===== src/rtl/clock_tick_generator.sv =====
// Multi-channel prescaler: per-channel runtime-loadable divisors, one-cycle clock-enable
// ticks and 50 % square waves, with optional cascading of channel i onto channel i-1 wraps.
module clock_tick_generator #(
   parameter int unsigned WIDTH       = 26,
   parameter int unsigned CHANNELS    = 4,
   parameter int unsigned DEFAULT_DIV = 50000000,
   parameter int unsigned CASCADE     = 0
) (
   input  logic                      clock_in,
   input  logic                      reset,
   input  logic                      enable,
   input  logic                      load,
   input  logic [CHANNELS*WIDTH-1:0] div_value,
   output logic [CHANNELS-1:0]       ticks,
   output logic [CHANNELS-1:0]       squares
);

   localparam logic [WIDTH-1:0] DEF_DIV = WIDTH'(DEFAULT_DIV);

   logic [WIDTH-1:0]    cnt   [CHANNELS];
   logic [WIDTH-1:0]    div_q [CHANNELS];
   logic [CHANNELS-1:0] adv;
   logic [CHANNELS-1:0] wrap;

   // Terminal count; divisors 0 and 1 both wrap on every advance.
   function automatic logic [WIDTH-1:0] last_of(input logic [WIDTH-1:0] d);
      return (d == '0) ? '0 : d - 1'b1;
   endfunction

   // The cascade chain is carried in a local so every stage's wrap settles in the same cycle.
   always_comb begin
      logic carry;
      logic a;
      logic w;
      adv   = '0;
      wrap  = '0;
      carry = enable;
      a     = 1'b0;
      w     = 1'b0;
      for (int unsigned i = 0; i < CHANNELS; i++) begin
         a       = (CASCADE != 0) ? carry : enable;
         w       = a & (cnt[i] == last_of(div_q[i]));
         adv[i]  = a;
         wrap[i] = w;
         carry   = w;
      end
   end

   always_ff @(posedge clock_in) begin
      if (reset) begin
         for (int unsigned i = 0; i < CHANNELS; i++) begin
            cnt[i]   <= '0;
            div_q[i] <= DEF_DIV;
         end
         ticks   <= '0;
         squares <= '0;
      end else if (load) begin
         for (int unsigned i = 0; i < CHANNELS; i++) begin
            cnt[i]   <= '0;
            div_q[i] <= div_value[i*WIDTH +: WIDTH];
         end
         ticks   <= '0;
         squares <= '0;
      end else begin
         for (int unsigned i = 0; i < CHANNELS; i++) begin
            if (wrap[i]) begin
               cnt[i]     <= '0;
               ticks[i]   <= 1'b1;
               squares[i] <= ~squares[i];
            end else begin
               ticks[i] <= 1'b0;
               if (adv[i]) cnt[i] <= cnt[i] + 1'b1;
            end
         end
      end
   end

   for (genvar g = 0; g < CHANNELS; g++) begin : g_bound
      a_cnt_bound: assert property (@(posedge clock_in) disable iff (reset)
                                    cnt[g] <= last_of(div_q[g]));
   end

endmodule


===== config.mk =====
export PLATFORM = sky130hd
export DESIGN_NAME = clock_tick_generator
export DESIGN_NICKNAME = d
export VERILOG_FILES = /design/src/rtl/clock_tick_generator.sv
export SDC_FILE = /design/constraint.sdc
export NUM_CORES = 1
export LEC_CHECK = 0
export CAP_MARGIN = 20
export CORE_MARGIN = 1
export CORE_UTILIZATION = 37
export DETAILED_ROUTE_END_ITERATION = 10
export HOLD_SLACK_MARGIN = 0.08
export PLACE_DENSITY_LB_ADDON = 0.05
export SLEW_MARGIN = 15
export SYNTH_ARGS = -nofsm -noshare
export SYNTH_HDL_FRONTEND = slang
export SYNTH_SLANG_ARGS = --single-unit

===== constraint.sdc =====
create_clock -name clock_in -period 5.63 [get_ports clock_in]
set_clock_uncertainty 0.1 [all_clocks]
set_input_delay 0.563 -clock clock_in [delete_from_list [all_inputs] [get_ports clock_in]]
set_output_delay 0.563 -clock clock_in [all_outputs]
set_load 0.05 [all_outputs]

==> flow_summary_export.csv <==
group,metric,value,unit
yosys,yosys-mux-area-fraction,1.64,%
sta,drv_slew,0,
sta,tightest_slew,935,ps
pwr,ir_drop,0.206,mV
run_status,outcome,"finished clean",
sta,setup_viol,0,
routing,num_vias,11500,
layout,fin_nets,1720,
yosys,synth_top_flop_cell,"edfxtp_1",
yosys,synth.distinct_cells,84,
yosys,yosys-top-cells-area,"edfxtp_1 38%, xnor2_1 6.6%, xor2_1 5.5%",
clocking,cts_root_buf,"clkbuf_16",
sta,max_freq,223,MHz
yosys,synth_edf_count,182,
clocking,cts.clk_slew.worst_paths,60,ps
setup_path,cpLargestDelayFamily,"simple AND/OR/NAND/NOR gates",
routing,drtIter0Drc,538,
routing,drc,0,
sta,hold_violations,0,
clocking,clockBufferDepth,3,
die,initial_utilization,37.9,%
place,placed_cells,2086,
clocking,cts_hold_buf,0,
setup_path,reg2reg_depth,12,
yosys,yosys.area_share.adder,0.694,%
routing,wl,37.3,mm
global_routing,overflow,0,
hold_path,holdPathStages,2,
place,dp_hpwl,27.8,mm
pwr,p_leak,0.00532,µW
setup_path,path_cells,"inv_1 > ha_1 > or4b_2 > nor4_4 > nand2_2 > or3_1 > a32o_1 > or4_4 > nor4b_4 > nand2b_1 > buf_4 > o21ba_2",
routing,vias_per_cell,5.38,
hold_path,hp-class,"reg -> reg",
layout,drive_gt1_share,5.48,%
global_routing,grt.total_usage,18.9,%
hold_path,holdPathEnd,"squares[3]",
layout,final_common_cell,"edfxtp_1",
sta,min_period_over_period,79.8,%
clocking,insertion_delay,540,ps
global_routing,met2_usage,31.0,%
setup_path,worstSetupEndpointType,"flip-flop",
layout,finalNonFillerCells,2136,
sta,rsz0062_at_grt,"no",
yosys,yosys_warnings,0,
global_routing,gr-usage-met3,2.43,%
routing,antenna_left,0,
setup_path,r2r_setup_slack,1140,ps
setup_path,startpoint_type,"flip-flop",
global_routing,grt_pass1_wl,59.6,mm
setup_path,r2r_start,"div_q[0][0]",
setup_path,slowest_stage,"or4b_2",
die,die_area,39800,µm²
yosys,synth_top_area_share,37.9,%
sta,totalNegativeSetupSlack,0,ps
global_routing,antenna_found_initial,0,
global_routing,busiest_layer,"met2",
yosys,synth_top_family_by_area,"simple AND/OR/NAND/NOR gates",
clocking,htree_num_levels,1,
global_routing,met1_usage,26.2,%
die,row_count,71,
global_routing,grt_max_degree,74,
yosys,postSynthAreaPerCell,9.44,µm²
setup_path,cpPeakStageDelay,700,ps
sta,timing.hold.ws,375,ps
global_routing,grt_pass1_vias,11000,
routing,wl_per_cell,17.5,µm
routing,firstDrtPassIters,5,
yosys,syn_inst,1528,
die,num_io_pins,116,
sta,layout_min_cycle_time,4490,ps
die,core_area,38000,µm²
clocking,clock-sinks,216,
yosys,ys_ff_latch,216,
setup_path,critPathRequiredTime,5970,ps
setup_path,worst-path-buf-inv,2,
die,die_w,199,µm
hold_path,min_from,"squares[3]",
yosys,syn_area,14400,µm²
die,fp.dieH,199,µm
clocking,cts_tree,"built",
clocking,postCtsResizedCells,0,
sta,slew_headroom,37.7,%
clocking,post_cts_buffers,0,
yosys,synth-compound-area-share,9.54,%
pwr,powerDensity,244,nW/µm²
setup_path,crit_type,"reg -> reg",
flow_run,cap_violations,0,
yosys,synth_xor_area_share,12.7,%
layout,synthToLayoutAreaGrowth,16.6,%
place,io_buffer_count,115,
yosys,ys_seq_area_share,42.6,%
yosys,async_reset_ff_share,0,%
place,globalplace.congestion,0.860,
setup_path,timing.rr.end,"cnt[0][24]",
setup_path,path_max_fanout,25,
clocking,numCtsBuffers,26,
setup_path,critical_path_arrival,4830,ps
yosys,yosys.area.top_type,"edfxtp_1",
yosys,synth_nets,1644,
yosys,synthSimpleGateAreaFrac,29.3,%
layout,layout_common_cells,"182 x edfxtp_1, 123 x nor2_1, 115 x clkdlybuf4s50_1, 108 x xnor2_1, 90 x xor2_1",
-- state kept, by name, summed over array words and instances (netlist names) --
name and count:
cnt 104, div_q 104, squares 4, ticks 4
-- worst register-to-register path, stage by stage, from the launching register on --
cell,delay (ps)
edfxtp_1,440
inv_1,110
ha_1,210
or4b_2,700
nor4_4,360
nand2_2,300
or3_1,400
a32o_1,280
or4_4,580
nor4b_4,290
nand2b_1,130
buf_4,280
o21ba_2,210
-- layer usage --
metal	share of wire, %	wire [µm]
met1	49	18100
met2	46	17200
met3	3.1	1140
met4	2.4	899
met5	0	0
-- cell families after synthesis --
family | count (synthesis)
and+or+nand+nor | 748
DFF | 216
AOI/OAI and AO/OA | 212
muxes | 23
adders and majority gates | 8
buffers and inverters | 119
xor gates and xnor gates | 202
-- cells in the mapped netlist, drive strengths merged, types with 48 or more instances --
| cell | instances |
|---|---|
| a21oi | 62 |
| and2 | 63 |
| clkbuf | 56 |
| edfxtp | 182 |
| nand2 | 91 |
| nand2b | 59 |
| nand3 | 63 |
| nor2 | 124 |
| nor3 | 89 |
| o21ai | 54 |
| or3 | 48 |
| xnor2 | 108 |
| xor2 | 90 |
-- area by class of cell --
type / count / area [µm²]
tap: 511 / 639
timing repair buffer: 131 / 1280
multi-input combinational: 1193 / 7790
clock buffer: 37 / 733
clock inverter: 11 / 87.6
sequential: 216 / 6150
inverter: 36 / 138
fill: 3749 / 21200
antenna: 1 / 2.50
-- metrics by stage --
step	setup slack (ps)	total power (µW)	area (µm²)	utilization (%)
3_3_place_gp	1210	2510	16000	42.0
4_1_cts	1120	4160	16800	44.2
6_report	1140	4110	16800	44.2
2_1_floorplan	1600	2320	14400	-
5_1_grt	790	4290	16800	44.2
3_5_place_dp	1140	2520	16000	42.0
-- worst max path at each step --
stage | startpoint | end | slack (ps) | depth (start not counted)
after CTS | div_q[0][0] | cnt[0][24] | 1120 | 12
after floorplan | div_q[0][0] | cnt[0][0] | 1600 | 14
after global placement | div_q[0][0] | cnt[0][24] | 1210 | 12
after global routing | div_q[0][0] | cnt[0][24] | 790 | 12
final | div_q[0][0] | cnt[0][24] | 1140 | 12
after detailed placement | div_q[0][0] | cnt[0][24] | 1140 | 12
-- where the power goes --
group	total, µW	internal, µW	switching, µW
Clock	1630	949	677
Combinational	514	262	252
Sequential	1970	1830	139
Power figures use the tool's default switching activity.
